`src/rtl/rom_stream_reader_pkg.sv`:
```
// Shared definitions for the ROM stream reader: sequencer states,
// default geometry of the ROM and its output buffer, and sizing helpers.
package rom_stream_reader_pkg;

    // Sequencer states
    typedef enum logic [1:0] {
        ST_IDLE  = 2'd0,
        ST_RUN   = 2'd1,
        ST_DRAIN = 2'd2
    } state_e;

    // Default ROM geometry and buffering
    localparam int AW_DEF         = 8;
    localparam int DW_DEF         = 8;
    localparam int RD_LAT_DEF     = 2;
    localparam int FIFO_DEPTH_DEF = 4;

    // Pointer width for a buffer of the given depth (never narrower than one bit)
    function automatic int ptr_width(input int depth);
        return (depth > 1) ? $clog2(depth) : 1;
    endfunction

endpackage

```
`src/rtl/rom_stream_reader_fifo.sv`:
```
// Small synchronous FIFO with a show-ahead head word, an occupancy count and
// a synchronous flush. Data appears at the head one cycle after it is written.
module stream_fifo
    import rom_stream_reader_pkg::*;
#(
    parameter int DW    = DW_DEF,
    parameter int DEPTH = FIFO_DEPTH_DEF
) (
    input  logic                       clk,
    input  logic                       rst_n,
    input  logic                       flush_i,
    input  logic                       wr_en_i,
    input  logic [DW-1:0]              wr_data_i,
    input  logic                       rd_en_i,
    output logic [DW-1:0]              rd_data_o,
    output logic                       valid_o,
    output logic [$clog2(DEPTH+1)-1:0] count_o
);

    localparam int PW = ptr_width(DEPTH);
    localparam int CW = $clog2(DEPTH + 1);

    logic [DW-1:0] mem_q [DEPTH];
    logic [PW-1:0] wr_ptr_q, wr_ptr_d;
    logic [PW-1:0] rd_ptr_q, rd_ptr_d;
    logic [CW-1:0] count_q, count_d;
    logic          do_wr;
    logic          do_rd;

    // A read request against an empty buffer is simply ignored
    assign do_wr = wr_en_i && !flush_i;
    assign do_rd = rd_en_i && (count_q != '0) && !flush_i;

    // Pointers wrap at DEPTH so non-power-of-two depths work too
    function automatic logic [PW-1:0] ptr_inc(input logic [PW-1:0] p);
        return (p == PW'(DEPTH - 1)) ? '0 : p + PW'(1);
    endfunction

    // Next pointers and occupancy; a simultaneous write and read leaves the count unchanged
    always_comb begin
        // NOTE: every signal driven here gets a default first, so no path can leave it unassigned and infer a latch.
        wr_ptr_d = wr_ptr_q;
        rd_ptr_d = rd_ptr_q;
        count_d  = count_q;
        if (flush_i) begin
            wr_ptr_d = '0;
            rd_ptr_d = '0;
            count_d  = '0;
        end else begin
            if (do_wr) wr_ptr_d = ptr_inc(wr_ptr_q);
            if (do_rd) rd_ptr_d = ptr_inc(rd_ptr_q);
            if (do_wr && !do_rd) begin
                count_d = count_q + CW'(1);
            end else if (!do_wr && do_rd) begin
                count_d = count_q - CW'(1);
            end
        end
    end

    // Storage and pointer registers
    always_ff @(posedge clk) begin
        if (!rst_n) begin
            // NOTE: the storage is reset only because it is a few flops and the head must read 0 out of reset; a real RAM array would not be.
            for (int i = 0; i < DEPTH; i++) begin
                mem_q[i] <= '0;
            end
            wr_ptr_q <= '0;
            rd_ptr_q <= '0;
            count_q  <= '0;
        end else begin
            // NOTE: sequential state uses non-blocking assignments so every register samples pre-edge values regardless of statement order.
            if (do_wr) mem_q[wr_ptr_q] <= wr_data_i;
            wr_ptr_q <= wr_ptr_d;
            rd_ptr_q <= rd_ptr_d;
            count_q  <= count_d;
        end
    end

    assign rd_data_o = mem_q[rd_ptr_q];
    assign valid_o   = (count_q != '0);
    assign count_o   = count_q;

    // Upstream credit accounting must never write a full buffer unless the head is popped in the same cycle
    assert property (@(posedge clk) disable iff (!rst_n)
        !(do_wr && !do_rd && (count_q == CW'(DEPTH))));

endmodule

```
`src/rtl/rom_stream_reader.sv`:
```
// Sequencer between the PLL/ROM pair and a valid/ready consumer. After PLL
// lock it sweeps an address range (once or repeatedly), tracks the ROM read
// latency with a valid shift register and re-emits the returned words through
// a small FIFO. Addresses are issued only when the FIFO is guaranteed room
// for the word when it comes back, so backpressure never loses data.
module rom_stream_reader
    import rom_stream_reader_pkg::*;
#(
    parameter int AW         = AW_DEF,
    parameter int DW         = DW_DEF,
    parameter int RD_LAT     = RD_LAT_DEF,
    parameter int FIFO_DEPTH = FIFO_DEPTH_DEF
) (
    input  logic          clk,
    input  logic          rst_n,
    input  logic          locked,
    input  logic          start,
    input  logic          stop,
    input  logic          loop,
    input  logic [AW-1:0] start_addr,
    input  logic [AW-1:0] end_addr,
    output logic [AW-1:0] rom_addr,
    input  logic [DW-1:0] rom_q,
    output logic [DW-1:0] out_data,
    output logic          out_valid,
    input  logic          out_ready,
    output logic          busy,
    output logic          done,
    output logic          abort
);

    // In-flight words: the address on the bus plus RD_LAT pipeline stages
    localparam int IW = $clog2(RD_LAT + 2);
    localparam int CW = $clog2(FIFO_DEPTH + 1);

    state_e            state_q;
    logic [AW-1:0]     cur_q;
    logic [AW-1:0]     start_q;
    logic [AW-1:0]     end_q;
    logic              loop_q;
    logic [AW-1:0]     rom_addr_q;
    logic              addr_vld_q;
    logic [RD_LAT-1:0] lat_q, lat_d;
    logic [IW-1:0]     inflight_q, inflight_d;
    logic              done_q;
    logic              abort_q;

    logic [CW-1:0]     fifo_count;
    logic              fifo_valid;
    logic [DW-1:0]     fifo_head;
    logic              fifo_wr;
    logic              fifo_pop;
    logic              flush;

    logic              issue;
    logic              has_credit;
    logic [AW-1:0]     iss_addr;
    logic [AW-1:0]     iss_end;
    logic [AW-1:0]     iss_start;
    logic              iss_loop;
    logic              iss_last;
    logic              drain_done;

    // Lock loss while busy discards everything in flight and everything buffered
    assign flush    = (state_q != ST_IDLE) && !locked;
    assign fifo_wr  = lat_q[RD_LAT-1];
    assign fifo_pop = fifo_valid && out_ready;

    // Issue decision. The first address goes out on the start edge itself using the
    // live inputs; later addresses need credit. A pop in the current cycle frees a slot
    // long before the new word can land, which is what sustains one word per cycle.
    always_comb begin
        iss_addr   = cur_q;
        iss_end    = end_q;
        iss_start  = start_q;
        iss_loop   = loop_q;
        issue      = 1'b0;
        has_credit = (int'(fifo_count) + int'(inflight_q)) < (FIFO_DEPTH + int'(fifo_pop));
        case (state_q)
            ST_IDLE: begin
                iss_addr  = start_addr;
                iss_end   = end_addr;
                iss_start = start_addr;
                iss_loop  = loop;
                issue     = start && locked;
            end
            ST_RUN:  issue = locked && has_credit;
            default: issue = 1'b0;
        endcase
        iss_last = (iss_addr == iss_end);
    end

    // Latency shift register and in-flight counter, both cleared on a flush
    always_comb begin
        lat_d      = '0;
        inflight_d = '0;
        if (!flush) begin
            lat_d[0] = addr_vld_q;
            for (int i = 1; i < RD_LAT; i++) begin
                lat_d[i] = lat_q[i-1];
            end
            inflight_d = inflight_q + IW'(issue) - IW'(fifo_wr);
        end
    end

    // DRAIN may finish once nothing is in flight and the buffer is empty after this cycle's pop
    assign drain_done = (inflight_d == '0)
                     && ((int'(fifo_count) + int'(fifo_wr) - int'(fifo_pop)) == 0);

    // Sequencer: state, address counter, latched sweep parameters and status pulses
    always_ff @(posedge clk) begin
        if (!rst_n) begin
            state_q    <= ST_IDLE;
            cur_q      <= '0;
            start_q    <= '0;
            end_q      <= '0;
            loop_q     <= 1'b0;
            rom_addr_q <= '0;
            addr_vld_q <= 1'b0;
            lat_q      <= '0;
            inflight_q <= '0;
            done_q     <= 1'b0;
            abort_q    <= 1'b0;
        end else begin
            done_q     <= 1'b0;
            abort_q    <= 1'b0;
            addr_vld_q <= issue;
            lat_q      <= lat_d;
            inflight_q <= inflight_d;

            // The bus holds the last issued address between issues
            if (issue) begin
                rom_addr_q <= iss_addr;
                cur_q      <= iss_last ? iss_start : iss_addr + AW'(1);
            end

            case (state_q)
                ST_IDLE: begin
                    if (start && locked) begin
                        start_q <= start_addr;
                        end_q   <= end_addr;
                        loop_q  <= loop;
                        state_q <= (iss_last && !loop) ? ST_DRAIN : ST_RUN;
                    end
                end
                ST_RUN: begin
                    if (!locked) begin
                        state_q <= ST_IDLE;
                        abort_q <= 1'b1;
                    end else if (stop || (issue && iss_last && !loop_q)) begin
                        state_q <= ST_DRAIN;
                    end
                end
                ST_DRAIN: begin
                    if (!locked) begin
                        state_q <= ST_IDLE;
                        abort_q <= 1'b1;
                    end else if (drain_done) begin
                        state_q <= ST_IDLE;
                        done_q  <= 1'b1;
                    end
                end
                default: state_q <= ST_IDLE;
            endcase
        end
    end

    stream_fifo #(
        .DW    (DW),
        .DEPTH (FIFO_DEPTH)
    ) u_fifo (
        .clk       (clk),
        .rst_n     (rst_n),
        .flush_i   (flush),
        .wr_en_i   (fifo_wr),
        .wr_data_i (rom_q),
        .rd_en_i   (out_ready),
        .rd_data_o (fifo_head),
        .valid_o   (fifo_valid),
        .count_o   (fifo_count)
    );

    assign rom_addr  = rom_addr_q;
    assign out_data  = fifo_head;
    assign out_valid = fifo_valid;
    assign busy      = (state_q != ST_IDLE);
    assign done      = done_q;
    assign abort     = abort_q;

    // The in-flight tracker can never hold more than the bus address plus RD_LAT stages
    assert property (@(posedge clk) disable iff (!rst_n) int'(inflight_q) <= RD_LAT + 1);

    // Completion and abort are mutually exclusive
    assert property (@(posedge clk) disable iff (!rst_n) !(done_q && abort_q));

endmodule

```
`config.mk`:
```
export PLATFORM = sky130hd
export DESIGN_NAME = rom_stream_reader
export DESIGN_NICKNAME = d
export VERILOG_FILES = /design/src/rtl/rom_stream_reader_pkg.sv /design/src/rtl/rom_stream_reader_fifo.sv /design/src/rtl/rom_stream_reader.sv
export SDC_FILE = /design/constraint.sdc
export NUM_CORES = 1
export LEC_CHECK = 0
export CAP_MARGIN = 30
export CELL_PAD_IN_SITES_DETAIL_PLACEMENT = 1
export CELL_PAD_IN_SITES_GLOBAL_PLACEMENT = 1
export CORE_UTILIZATION = 38
export DETAILED_ROUTE_END_ITERATION = 10
export PLACE_DENSITY_LB_ADDON = 0.2
export SLEW_MARGIN = 15
export SYNTH_ARGS = -nofsm -noshare
export SYNTH_HDL_FRONTEND = slang
export SYNTH_SLANG_ARGS = --single-unit
```
`constraint.sdc`:
```
create_clock -name clk -period 6.6 [get_ports clk]
set_input_delay 1.32 -clock clk [delete_from_list [all_inputs] [get_ports clk]]
set_output_delay 1.32 -clock clk [all_outputs]
set_load 0.02 [all_outputs]
```
-- Word-level counts from Yosys, hierarchy flattened
Memories as Yosys holds them, arrays and structs flattened. A register that Yosys moved wholly into a read port is not among the register bits.
Index checks and enable logic that the tools add are counted.
- register bits after elaboration: 49
- latch bits: 0
- memory bits (writable): 32
- bits in read-only memories: 0
- input bits: 31
- output and inout port bits: 20
- word-level logic and storage cells: 96
- memories kept: 1
- $add $sub $neg: 11
- $mul: 0
- divide/modulo/power cells: 0
- order comparisons: 1
- equal/unequal tests: 8
- shifts and indexed selects: 0
- multiplexer cells: 28
- bitwise operators: 1
- reduce and logical (&&, ||, !) cells: 32
- memories (memory ; words ; bits a word ; read ports ; clocked after memory_dff ; write ports ; RTL line ; RTL):
    u_fifo.mem_q ; 4 ; 8 ; 1 ; 1 ; 4 ; rom_stream_reader_fifo.sv:23 ; logic [DW-1:0] mem_q [DEPTH];
- operators with widths (cell ; number):
    $mux W8 ; 5
    $logic_not A32 Y1 ; 1
    $mux W2 ; 12
    $logic_and A1 B1 Y1 ; 12
    $add A8 B1 Y8 const B ; 1
    $eq A8 B8 Y1 ; 1
    $reduce_or A8 Y1 ; 1
    $mux W1 ; 7
    $eq A2 B2 Y1 const B ; 3
    $logic_not A1 Y1 ; 6
    $mux W3 ; 2
    $ne A3 B3 Y1 const B ; 2
    $pmux W2 S3 ; 1
    $reduce_and A3 Y1 ; 2
    $sub A4 B1 Y5 ; 1
    $add A2 B1 Y2 const B ; 2
    $add A3 B1 Y4 ; 1
    $add A3 B1 Y4 const A ; 1
    $add A3 B2 Y4 ; 1
    $logic_not A2 Y1 ; 2
    $lt A4 B4 Y1 ; 1
    $reduce_and A2 Y1 ; 2
    $reduce_bool A2 Y1 ; 2
    $reduce_or A2 Y1 ; 2
    other kinds (10) ; 10

-- Depth between registers and ports, before layout
- depth in word-level cells: 14
- depth in mapped cells: 16
- depth with buffers taken out: 15

-- Hierarchy
From an unflattened synthesis, not the netlist that was laid out.
- cells, all modules: 413
- area, all modules: 4315.4 µm²
- by module, submodules not included (module ; instances ; cells each ; area each (µm²) ; seq. area each (µm²)):
    rom_stream_reader ; 1 ; 288 ; 2461.1 ; 840.8
    stream_fifo ; 1 ; 125 ; 1854.3 ; 1141.1

-- Worst setup path before layout
Ideal clock, no wire load.
- kind: input to register
- from: input start
- to: register state_q[0]
- library setup time: 0.072 ns
- arrival time: 3.539 ns
- required time: 6.528 ns
- setup slack: 2.989 ns
- stages on the path: 14
- path buffers: 1
- path through: nand2_1 nor2_1 a31o_2 buf_6 inv_1 ha_1 inv_1 ha_1 xnor3_1 o2111a_1 a31oi_1 a21oi_1 o311a_2 mux2i_1
- cells in the longest elaborated chain, start to end: 9
- elaborated cells between the ends (all ways): 14
- those cells by class: add/sub (2); eq/ne (3); mux (2); reduce/logical (7)
- RTL lines (element ; RTL line ; RTL):
    start, declared ; rom_stream_reader.sv:17 ; input logic start,
    $logic_and A1 B1 Y1 * ; rom_stream_reader.sv:85, rom_stream_reader.sv:139 ;
    $pmux W1 S2 ; rom_stream_reader.sv:79 ; case (state_q)
    $add A2 B1 Y2 ; rom_stream_reader.sv:102 ; inflight_d = inflight_q + IW'(issue) - IW'(fifo_wr);
    $sub A2 B1 Y2 ; rom_stream_reader.sv:102 ;
    $mux W2 ; rom_stream_reader.sv:97 ; if (!flush) begin
    $logic_not A2 Y1 ; rom_stream_reader.sv:107 ; assign drain_done = (inflight_d == '0)
    $logic_and A1 B1 Y1 ; rom_stream_reader.sv:108 ; && ((int'(fifo_count) + int'(fifo_wr) - int'(fifo_pop)) == 0);
    $ne A3 B3 Y1 (no line) ; -- ;
    $reduce_and A3 Y1 (no line) * ; -- ;
    end signal, assigned ; rom_stream_reader.sv:143 ; state_q <= (iss_last && !loop) ? ST_DRAIN : ST_RUN;
    end, declared ; rom_stream_reader.sv:36 ; state_e state_q;
Mark *: on every way between the ends. The rest lies on a longest branch, timed or not.
A chain may end at the register's enable or synchronous reset.

-- Final worst setup path
- from: input out_ready
- to: register state_q[0]
- cells in the longest elaborated chain, start to end: 12
- elaborated cells between the ends (all ways): 18
- those cells by class: add/sub (4); order compare (1); eq/ne (2); mux (2); reduce/logical (9)
- RTL lines (element ; RTL line ; RTL):
    start, declared ; rom_stream_reader.sv:26 ; input logic out_ready,
    $logic_and A1 B1 Y1 * ; rom_stream_reader.sv:67 ; assign fifo_pop = fifo_valid && out_ready;
    $add A3 B1 Y4 ; rom_stream_reader.sv:78 ; has_credit = (int'(fifo_count) + int'(inflight_q)) < (FIFO_DEPTH + int'(fifo_pop));
    $lt A4 B4 Y1 ; rom_stream_reader.sv:78 ;
    $logic_and A1 B1 Y1 ; rom_stream_reader.sv:87 ; ST_RUN: issue = locked && has_credit;
    $pmux W1 S2 ; rom_stream_reader.sv:79 ;
    $add A2 B1 Y2 ; rom_stream_reader.sv:102 ;
    $sub A2 B1 Y2 ; rom_stream_reader.sv:102 ;
    $mux W2 ; rom_stream_reader.sv:97 ;
    $logic_not A2 Y1 ; rom_stream_reader.sv:107 ;
    $logic_and A1 B1 Y1 ; rom_stream_reader.sv:108 ;
    $ne A3 B3 Y1 (no line) ; -- ;
    $reduce_and A3 Y1 (no line) * ; -- ;
Marks and branches as above.

==> out/qor.txt <==
CTS H-Tree Depth: 3
Power Density: 351 mW/mm^2
Mapped Avg Cell Area: 10.6 sq um
DRC: 0
path depth of the worst reg2reg path: 15
CP Class: in -> reg
asr flop ratio synth: 0%
synth unique cells: 52
Hold Path Stages: 1
Core Rows: 38
Non-Filler Instances: 594
area of the core: 0.0109 sq mm
Nets: 499
Synth top area share: 23.8%
Seq. cell area: 0.00198 sq mm
Final period util: 66.0%
vias: 3081
Setup TNS Final: 0 ns
Seq/Total Area, Yosys: 46.3%
total gr overflow: 0
area of the die: 0.0117 sq mm
Post-synth EDFFs: 32
largest net degree at the start of global routing: 48
Max Root-Sink Buffers: 2
hold_ws: 0.429 ns
multi-input logic area: 0.00212 sq mm
Leakage: 2.07 nW
Fillers: 1213
Num Clock Sinks: 83
final wirelength: 10100 um
Avg WL per Cell: 17.0 um
CTS root buffer: clkbuf_8
critical path peak fanout: 29
CP Data Arrival Time: 4.65 ns
GRT Overall Usage: 19.0%
die height: 108 um
R2R Setup Slk: 2.57 ns
FF-to-FF Start: u_fifo.count_o[0]$_SDFFE_PP0P_
Slew HR: 47.5%
Mapped Nets: 453
CTS tree: yes
I/O pin cnt: 51
Max VDD drop: 199 uV
initial DRC count: 81
Layout Area Growth over Synthesis: 18.1%
hold endpoint: lat_q[1]$_SDFF_PP0_
initial antenna violation count: 0
setup bufs post-CTS: 0
Final WS setup: 2.25 ns
Final setup viols: 0
global-route wire length before repair: 16700 um
vias in the first global route: 3232
Hold Crit Start: lat_q[0]$_SDFF_PP0_
status: completed
Final HPWL DP: 7390 um
RSZ-0062 raised after global routing: no
synth top area cells: dfxtp_1, edfxtp_1, nand2_1
post_cts resized: 0
Syn. warnings: 0
Post-Syn Area: 0.00428 sq mm
MaxCap Viol Count: 0
GPL Wtd Cong: 0.766
Pins Over Slew Limit: 0
fin crit period: 4.35 ns
worst-margin pin slew: 0.785 ns
first-pass iteration count of the detailed router: 4
dpl cells: 578
Reg clk slew, reported paths: 0.09 ns
Mapped Cells: 403
commonest non-fill, non-tap cells in the layout: nand2_1, dfxtp_1, clkdlybuf4s50_1
DIE WIDTH: 108 um
hold buffer count at CTS: 0
DR vias/cell: 5.19
Reg-to-Reg End: state_q[0]$_SDFFE_PN0P_
clk_lat worst skew: 0.37 ns
critical path required time: 6.90 ns
ys flop type: dfxtp_1
top cell type by total area after synthesis: dfxtp_1
final hold violations: 0
maximum clock frequency: 230 MHz
Post-DRT Antenna Nets: 0
Fin Clk Skew: 0.00649 ns
commonest non-fill, non-tap cell in the layout: nand2_1
Setup crit end kind: flip-flop
port buffer count: 50
Place WS: 1.86 ns
CTS buffer count: 9
# diodes: 0
worst min path class: reg -> reg
layout cell share with drive strength beyond 1: 9.25%
Starting Density: 39.3%
startpoint type of the worst setup path: input pin
Yosys reg bits: 83
how the worst max path moves through the flow:
| stage | start | end | slack [ns] | cells after the start |
|---|---|---|---|---|
| floorplan | start | state_q[0]$_SDFFE_PN0P_ | 2.99 | 14 |
| global route | locked | state_q[1]$_SDFFE_PN0P_ | 1.96 | 14 |
| detailed placement | out_ready | state_q[1]$_SDFFE_PN0P_ | 1.86 | 15 |
| global placement | out_ready | state_q[0]$_SDFFE_PN0P_ | 1.97 | 15 |
| finish | out_ready | state_q[0]$_SDFFE_PN0P_ | 2.25 | 15 |
| CTS | out_ready | state_q[1]$_SDFFE_PN0P_ | 2.25 | 15 |
final cells by class:
cell class              count  area share, %
multi-input cells         282           42.0
flip-flops and latches     83           39.2
repair buffers             54           10.5
well taps                 140           3.46
clock buffers               9           2.45
inverters                  19           1.41
clock inverters             7           1.01
kinds of logic (layout without fill, tap and decap cells):
kind of cell	count (synthesis)	in the layout	synth area share (%)
and+or+nand+nor	138	138	16.1
xor gates and xnor gates	26	26	5.64
muxes	33	33	10.3
adders and majority gates	19	19	6.08
AOI/OAI and AO/OA	66	66	11.5
buffers and inverters	38	89	4.15
DFF	83	83	46.3
power by group:
part	switching (mW)	internal [mW]	leakage (nW)	total [mW]
combinational	0.396	0.346	1.23	0.743
clock	0.203	0.139	0.0842	0.342
sequential	0.0834	0.607	0.747	0.690
total	0.683	1.09	2.07	1.77
cell usage after synthesis (3+ instances only):
library cell  number
fa_1               3
nand3_1            6
nand2b_1           3
nor2_1            12
mux2i_1           18
dfxtp_1           51
o21ai_0           13
and3_1             8
nand2_1           61
mux4_2             8
xnor2_1           13
xor2_1            12
edfxtp_1          32
nor2b_1            3
ha_1              16
buf_6              4
inv_1             18
a21oi_1           10
o211a_1            8
clkbuf_1          12
and2_1            27
nor3_1             3
or4_1              3
mux2_2             7
o22ai_1            3
a21boi_0          17
through the flow:
stage / util (%) / power (mW) / area (sq um)
floorplan: - / 1.22 / 4280
global placement: 44.8 / 1.43 / 4880
detailed placement: 44.8 / 1.45 / 4880
CTS: 46.4 / 1.80 / 5060
global route: 46.4 / 1.91 / 5060
finish: 46.4 / 1.77 / 5060
worst max-delay path: stages:
cell             delay (ns)
clkdlybuf4s50_1        0.50
o31ai_4                0.10
nor3_2                 0.13
o22a_1                 0.20
a31o_2                 0.55
inv_1                  0.16
ha_1                   0.31
inv_1                  0.04
ha_1                   0.19
xnor3_1                0.30
o2111a_1               0.23
a31oi_1                0.10
a21oi_1                0.14
o311a_2                0.21
mux2i_1                0.17
sequential cells by signal (all words and copies together), names as in the netlist, 2 cells and up, named ones only:
register and flops:
lat_q 2, rom_addr 8, end_q 8, u_fifo.rd_ptr_q 2, u_fifo.mem_q 32, state_q 2
u_fifo.count_o 3, u_fifo.wr_ptr_q 2, cur_q 8, inflight_q 2, start_q 8
routing by layer:
layer,vias up,GRT usage (%),routed length [um]
met5,-,0,0
met4,0,6.75,148
met3,14,3.44,271
met2,47,32.8,5030
met1,1509,23.6,4650
li1,1511,-,-
Power figures use the tool's default switching activity.
